### config.mk
export PLATFORM = sky130hd
export DESIGN_NAME = uart_tx_fifo
export DESIGN_NICKNAME = d
export VERILOG_FILES = /design/src/rtl/uart_pkg.sv /design/src/rtl/sync_fifo.sv /design/src/rtl/uart_tx_fifo.sv
export SDC_FILE = /design/constraint.sdc
export NUM_CORES = 1
export LEC_CHECK = 0
export ABC_AREA = 0
export BUFFER_PORTS_ARGS = -buffer_cell sky130_fd_sc_hd__buf_2
export CAP_MARGIN = 25
export CORE_MARGIN = 2
export CORE_UTILIZATION = 55
export CTS_BUF_LIST = sky130_fd_sc_hd__clkbuf_16
export CTS_CLUSTER_DIAMETER = 120
export DETAILED_ROUTE_END_ITERATION = 12
export PLACE_DENSITY = 0.73
export SLEW_MARGIN = 20
export SYNTH_ARGS = -nofsm -noshare
export SYNTH_HDL_FRONTEND = slang
export SYNTH_HIERARCHICAL = 1
export SYNTH_SLANG_ARGS = --single-unit
### constraint.sdc
create_clock -name clk -period 6.8 [get_ports clk]
set_input_delay 1.02 -clock clk [delete_from_list [all_inputs] [get_ports clk]]
set_output_delay 1.02 -clock clk [all_outputs]
set_load 0.01 [all_outputs]
### src/rtl/uart_pkg.sv
// Shared types and constants for the UART transmit/receive paths.
package uart_pkg;

  typedef enum logic [1:0] {
    IDLE  = 2'd0,
    START = 2'd1,
    DATA  = 2'd2,
    STOP  = 2'd3
  } uart_tx_state_t;

  localparam int DATA_BITS = 8;

endpackage

### src/rtl/sync_fifo.sv
// Single-clock FIFO with occupancy count; a push into a full FIFO is dropped
// and a pop from an empty FIFO is ignored, so callers may drive push/pop freely.
module sync_fifo #(
  parameter int WIDTH = 8,
  parameter int DEPTH = 4
) (
  input  logic                     clk,
  input  logic                     rst,
  input  logic                     push,
  input  logic                     pop,
  input  logic [WIDTH-1:0]         wdata,
  output logic [WIDTH-1:0]         rdata,
  output logic                     full,
  output logic                     empty,
  output logic [$clog2(DEPTH):0]   count
);

  localparam int AW = $clog2(DEPTH);
  localparam logic [AW:0] DEPTH_C = DEPTH[AW:0];

  logic [WIDTH-1:0] mem_r [DEPTH];
  logic [AW-1:0]    wr_ptr_r;
  logic [AW-1:0]    rd_ptr_r;
  logic [AW:0]      count_r;
  logic             push_ok_s;
  logic             pop_ok_s;

  assign full      = (count_r == DEPTH_C);
  assign empty     = (count_r == {(AW + 1){1'b0}});
  assign count     = count_r;
  assign rdata     = mem_r[rd_ptr_r];
  assign push_ok_s = push && !full;
  assign pop_ok_s  = pop && !empty;

  // Storage array; contents are only meaningful where count says so.
  always_ff @(posedge clk) begin
    if (!rst && push_ok_s) begin
      mem_r[wr_ptr_r] <= wdata;
    end
  end

  // Pointers wrap naturally; count tracks simultaneous push and pop.
  always_ff @(posedge clk) begin
    if (rst) begin
      wr_ptr_r <= {AW{1'b0}};
      rd_ptr_r <= {AW{1'b0}};
      count_r  <= {(AW + 1){1'b0}};
    end else begin
      if (push_ok_s) wr_ptr_r <= wr_ptr_r + 1'b1;
      if (pop_ok_s)  rd_ptr_r <= rd_ptr_r + 1'b1;
      case ({push_ok_s, pop_ok_s})
        2'b10:   count_r <= count_r + 1'b1;
        2'b01:   count_r <= count_r - 1'b1;
        default: count_r <= count_r;
      endcase
    end
  end

endmodule

### src/rtl/uart_tx_fifo.sv
// Buffered 8N1 UART transmitter: bytes queue in a small FIFO and are shifted
// out LSB-first at CLKS_PER_BIT clocks per bit on a registered, idle-high line.
module uart_tx_fifo
  import uart_pkg::*;
#(
  parameter int CLKS_PER_BIT = 434,
  parameter int FIFO_DEPTH   = 4
) (
  input  logic                          clk,
  input  logic                          rst,
  input  logic                          wr_en,
  input  logic [7:0]                    wr_data,
  output logic                          wr_ready,
  output logic                          tx,
  output logic                          busy,
  output logic [$clog2(FIFO_DEPTH):0]   fifo_count
);

  localparam int BAUD_W = (CLKS_PER_BIT > 1) ? $clog2(CLKS_PER_BIT) : 1;
  localparam logic [BAUD_W-1:0] BAUD_LAST = BAUD_W'(CLKS_PER_BIT - 1);
  localparam logic [2:0] LAST_BIT = 3'(DATA_BITS - 1);

  uart_tx_state_t    state_r;
  uart_tx_state_t    state_nxt_s;
  logic [BAUD_W-1:0] baud_cnt_r;
  logic [2:0]        bit_idx_r;
  logic [7:0]        shift_r;
  logic [7:0]        shift_nxt_s;
  logic              tx_r;
  logic              tx_nxt_s;
  logic              baud_last_s;
  logic              push_s;
  logic              pop_s;
  logic              fifo_full_s;
  logic              fifo_empty_s;
  logic [7:0]        fifo_rdata_s;

  sync_fifo #(
    .WIDTH (8),
    .DEPTH (FIFO_DEPTH)
  ) u_fifo (
    .clk   (clk),
    .rst   (rst),
    .push  (push_s),
    .pop   (pop_s),
    .wdata (wr_data),
    .rdata (fifo_rdata_s),
    .full  (fifo_full_s),
    .empty (fifo_empty_s),
    .count (fifo_count)
  );

  assign wr_ready    = !fifo_full_s;
  assign push_s      = wr_en && wr_ready;
  assign baud_last_s = (baud_cnt_r == BAUD_LAST);
  assign busy        = (state_r != IDLE) || !fifo_empty_s;
  assign tx          = tx_r;

  // FSM state register.
  always_ff @(posedge clk) begin
    if (rst) begin
      state_r <= IDLE;
    end else begin
      state_r <= state_nxt_s;
    end
  end

  // Next-state: end of stop bit chains straight into the next start bit.
  always_comb begin
    state_nxt_s = state_r;
    case (state_r)
      IDLE:    if (!fifo_empty_s) state_nxt_s = START; else state_nxt_s = IDLE;
      START:   if (baud_last_s) state_nxt_s = DATA; else state_nxt_s = START;
      DATA:    if (baud_last_s && (bit_idx_r == LAST_BIT)) state_nxt_s = STOP;
               else state_nxt_s = DATA;
      STOP:    if (baud_last_s) state_nxt_s = fifo_empty_s ? IDLE : START;
               else state_nxt_s = STOP;
      default: state_nxt_s = IDLE;
    endcase
  end

  // Outputs: tx is precomputed from the next state so the flop holds the line value.
  always_comb begin
    pop_s       = 1'b0;
    shift_nxt_s = shift_r;
    tx_nxt_s    = 1'b1;
    if (((state_r == IDLE) || ((state_r == STOP) && baud_last_s)) && !fifo_empty_s) begin
      pop_s = 1'b1;
    end else begin
      pop_s = 1'b0;
    end
    if (pop_s) begin
      shift_nxt_s = fifo_rdata_s;
    end else if ((state_r == DATA) && baud_last_s) begin
      shift_nxt_s = {1'b0, shift_r[7:1]};
    end else begin
      shift_nxt_s = shift_r;
    end
    case (state_nxt_s)
      IDLE:    tx_nxt_s = 1'b1;
      START:   tx_nxt_s = 1'b0;
      DATA:    tx_nxt_s = shift_nxt_s[0];
      STOP:    tx_nxt_s = 1'b1;
      default: tx_nxt_s = 1'b1;
    endcase
  end

  // Baud counter, bit index, shift register and tx flop.
  always_ff @(posedge clk) begin
    if (rst) begin
      baud_cnt_r <= {BAUD_W{1'b0}};
      bit_idx_r  <= 3'd0;
      shift_r    <= 8'd0;
      tx_r       <= 1'b1;
    end else begin
      shift_r <= shift_nxt_s;
      tx_r    <= tx_nxt_s;
      if (pop_s || (state_r == IDLE) || baud_last_s) begin
        baud_cnt_r <= {BAUD_W{1'b0}};
      end else begin
        baud_cnt_r <= baud_cnt_r + 1'b1;
      end
      if (pop_s) begin
        bit_idx_r <= 3'd0;
      end else if ((state_r == DATA) && baud_last_s) begin
        bit_idx_r <= bit_idx_r + 3'd1;
      end else begin
        bit_idx_r <= bit_idx_r;
      end
    end
  end

endmodule
==> impl_metrics.py <==
metrics = {
    "outcome": {
        "status": "completed",
    },
    "timing": {
        "min_period_over_period_pct": 42.89,
        "tns_ns": 0,
        "grt_setup_unrepaired": "false",
        "worst_slew_pin_slew_ns": 0.5708,
        "final_max_slew_viol_count": 0,
        "fin_worst_skew_ns": 0.003962,
        "relSlewSlack_pct": 61.90,
        "fmax_mhz": 342.9,
        "post-route-min-period_ns": 2.916,
        "finalHoldViolations": 0,
        "setup_violations": 0,
    },
    "yosys": {
        "synth_cell_types": 41,
        "synthArstFlopShare_pct": 0,
        "postSynthCellCount": 223,
        "ys.flop_type": "edfxtp_1",
        "syn_area_per_cell_um2": 12.59,
        "syn-num-nets": 245,
        "ys_seq_area_share_pct": 57.04,
        "synth-seq-cells": 64,
        "ys_warn_count": 6,
        "synth_edf_count": 32,
        "synthesis.area_um2": 2808,
    },
    "placement": {
        "port_buffers": 16,
        "placedCellCount": 303,
        "dp_hpwl_um": 3062,
        "gp_congestion": 0.7634,
        "place_area_um2": 2935,
    },
    "worst_hold_path": {
        "hold_class": "reg -> reg",
        "hold_end": "shift_r[7]",
        "hold_path_depth": 2,
        "worstHoldStart": "shift_r[7]",
    },
    "layout": {
        "most-common-layout-cells": "dfxtp_1 (32), edfxtp_1 (32), nor2_1 (27)",
        "layout-drive-gt1-share_pct": 19.28,
        "fin_area_um2": 3232,
        "finalNonFillerCells": 319,
        "diodes": 0,
        "fill_cells": 415,
        "nets": 266,
        "area_delta_synth_final_pct": 15.11,
    },
    "worst_setup_path": {
        "reg2reg_depth": 12,
        "ff2ff_setup_slack_ns": 3.88,
        "worstReg2RegEnd": "u_fifo/count[2]",
        "r2r-start": "baud_cnt_r[0]",
        "critPathRequiredTime_ns": 7.05,
        "cp_top_family": "adder cells",
        "worstPathMaxFanout": 15,
        "cpMaxStageDelayCell": "dfxtp_1",
        "setup.worst_path.end_class": "register",
        "critPathArrivalTime_ns": 3.16,
        "crit_chain": "ha_1, and4b_1, a31oi_4, inv_1, o31ai_1, inv_1, ha_1, inv_1, fa_1, xor2_1, or3_1, a21oi_1",
        "max_stage_delay_ns": 0.40,
        "crit_buf_inv": 3,
        "cp-start-kind": "register",
        "cpMostUsedCell": "inv_1",
        "crit_type": "reg -> reg",
    },
    "floorplan": {
        "initial_utilization_pct": 56.04,
        "die_h_um": 75.45,
        "dieArea_um2": 5693,
        "die_w_um": 75.45,
        "top_level_ports": 17,
        "rows": 26,
        "core_um2": 5010,
    },
    "routing": {
        "remaining_drc_errors": 0,
        "routed-via-count": 1715,
        "met3_length_um": 156,
        "vias_per_cell": 5.376,
        "firstDrtPassIters": 4,
        "postRouteAntennaNets": 0,
        "wl_per_cell_um": 14.69,
        "wl_met2_um": 2307,
        "wl_um": 4685,
        "first_iter_violations": 106,
        "wl_met1_um": 2151,
        "top_layer": "met4",
    },
    "clock_network": {
        "cts.hold.buffers_added": 0,
        "clock_path_buffers": 2,
        "numCtsBuffers": 9,
        "root_buffer": "clkbuf_16",
        "cts_setup_buffers": 0,
        "cts-resized-gates": 0,
        "htreeDepth": 3,
        "cts_tree": "built",
        "clk_pin_slew_ns": 0.05,
        "clk_latency_ns": 0.32,
        "cts_sinks": 64,
    },
    "global_routing": {
        "first_global_vias": 1609,
        "antenna_found_initial": 0,
        "grt_usage_pct": 18.65,
        "grt_overflow": 0,
        "grt_pass1_wl_um": 7721,
        "grt_max_degree": 29,
    },
    "power_and_ir_drop": {
        "power_frac_comb_pct": 22.6,
        "power_frac_seq_pct": 41.5,
        "p_int_uw": 874.3,
        "ir_worst_vdd_mv": 0.2211,
        "switching_power_uw": 367.1,
        "switching_share_pct": 29.57,
        "p_clk_share_pct": 35.9,
        "p_leak_nw": 1.215,
        "p_per_area_nw_per_um2": 384.1,
    },
    "job": {
        "drv_cap": 0,
    },
}
## tightest hold or removal path: cells and delay by family, from the launching register on
family             cells  cell delay, ns
and+or+nand+nor        1            0.06
AOI/OAI and AO/OA      1            0.06
DFF                    1            0.31
## area by class of cell
cell class                 count  area (um2)  share of cell area (%)
clock buffer                   9       225.2                   6.969
clock inverter                 7       71.32                   2.207
inverter                      14       52.55                   1.626
multi-input combinational    135        1084                   33.53
sequential                    64        1602                   49.55
tap                           70       87.58                   2.710
timing repair buffer          20       110.1                   3.407
## stage by stage
step                setup WS [ns]  hold WS [ns]  util (%)  power, mW
global route                3.614        0.5101     64.51      1.310
global placement            3.979        0.4647     58.59     0.7940
detailed placement          3.902        0.4682     58.59     0.7988
floorplan                   4.246        0.4452         -     0.7389
CTS                         3.888        0.4783     64.51      1.253
finish                      3.884        0.4758     64.51      1.241
## synthesized netlist by cell type, types with 2 or more instances
master    instances  share of area [%]
nor3b_1           4                1.1
nor3_1            5               0.89
a211oi_1          6                1.6
a21oi_1           6                1.1
nand2b_1          4               0.89
ha_1             10                4.5
nor2_1           27                3.6
inv_1            14                1.9
nor2b_1           4               0.89
buf_6             4                1.6
clkbuf_1          3               0.40
xnor2_1           6                1.9
mux4_2            8                6.4
o31ai_1           2               0.53
o21ai_0           4               0.71
nand3_1           6                1.1
nand4b_1          2               0.62
mux2i_1           9                3.2
or3_1             3               0.67
edfxtp_1         32                 34
nand2_1           7               0.94
xor2_1            6                1.9
dfxtp_1          32                 23
buf_2             2               0.36
## logic make-up (layout without fill, tap and decap cells)
kind of cell | count (synthesis) | count (layout) | share of synthesized area [%]
buffers and inverters | 24 | 50 | 4.367
adder cells (fa/ha/maj) | 11 | 11 | 5.169
multiplexers | 17 | 17 | 9.626
flip-flops | 64 | 64 | 57.04
XOR/XNOR | 12 | 12 | 3.743
AO/OA/AOI/OAI | 25 | 25 | 6.506
AND/OR/NAND/NOR | 70 | 70 | 13.55
## power by group through the flow
stage / registers (mW) / logic, mW / clock network, mW
floorplan: 0.502 / 0.237 / 0
global placement: 0.519 / 0.275 / 0
detailed placement: 0.521 / 0.277 / 0
CTS: 0.515 / 0.283 / 0.454
global route: 0.524 / 0.316 / 0.470
finish: 0.515 / 0.281 / 0.446
## worst max-delay path by stage
stage | startpoint | end | slack [ns] | depth (start not counted)
2_1_floorplan | wr_en | u_fifo/count[2] | 4.25 | 9
3_3_place_gp | u_fifo/count[1] | u_fifo/count[2] | 3.98 | 12
3_5_place_dp | u_fifo/count[1] | u_fifo/count[2] | 3.90 | 12
4_1_cts | baud_cnt_r[0] | u_fifo/count[2] | 3.89 | 12
5_1_grt | u_fifo/count[1] | u_fifo/count[2] | 3.61 | 12
6_report | baud_cnt_r[0] | u_fifo/count[2] | 3.88 | 12
## per-layer routing
metal	up-vias	global-route usage (%)
met5	-	0
li1	845	-
met1	837	24.89
met3	7	5.291
met4	0	7.602
met2	26	28.89
## state kept, by name, summed over array words and instances, names as in the netlist, named ones only
name             cells
u_fifo/rd_ptr_r      2
u_fifo/wr_ptr_r      2
tx                   1
shift_r              8
u_fifo/count         3
baud_cnt_r           9
state_r              2
u_fifo/mem_r        32
bit_idx_r            3
(Power assumes the default switching activity.)
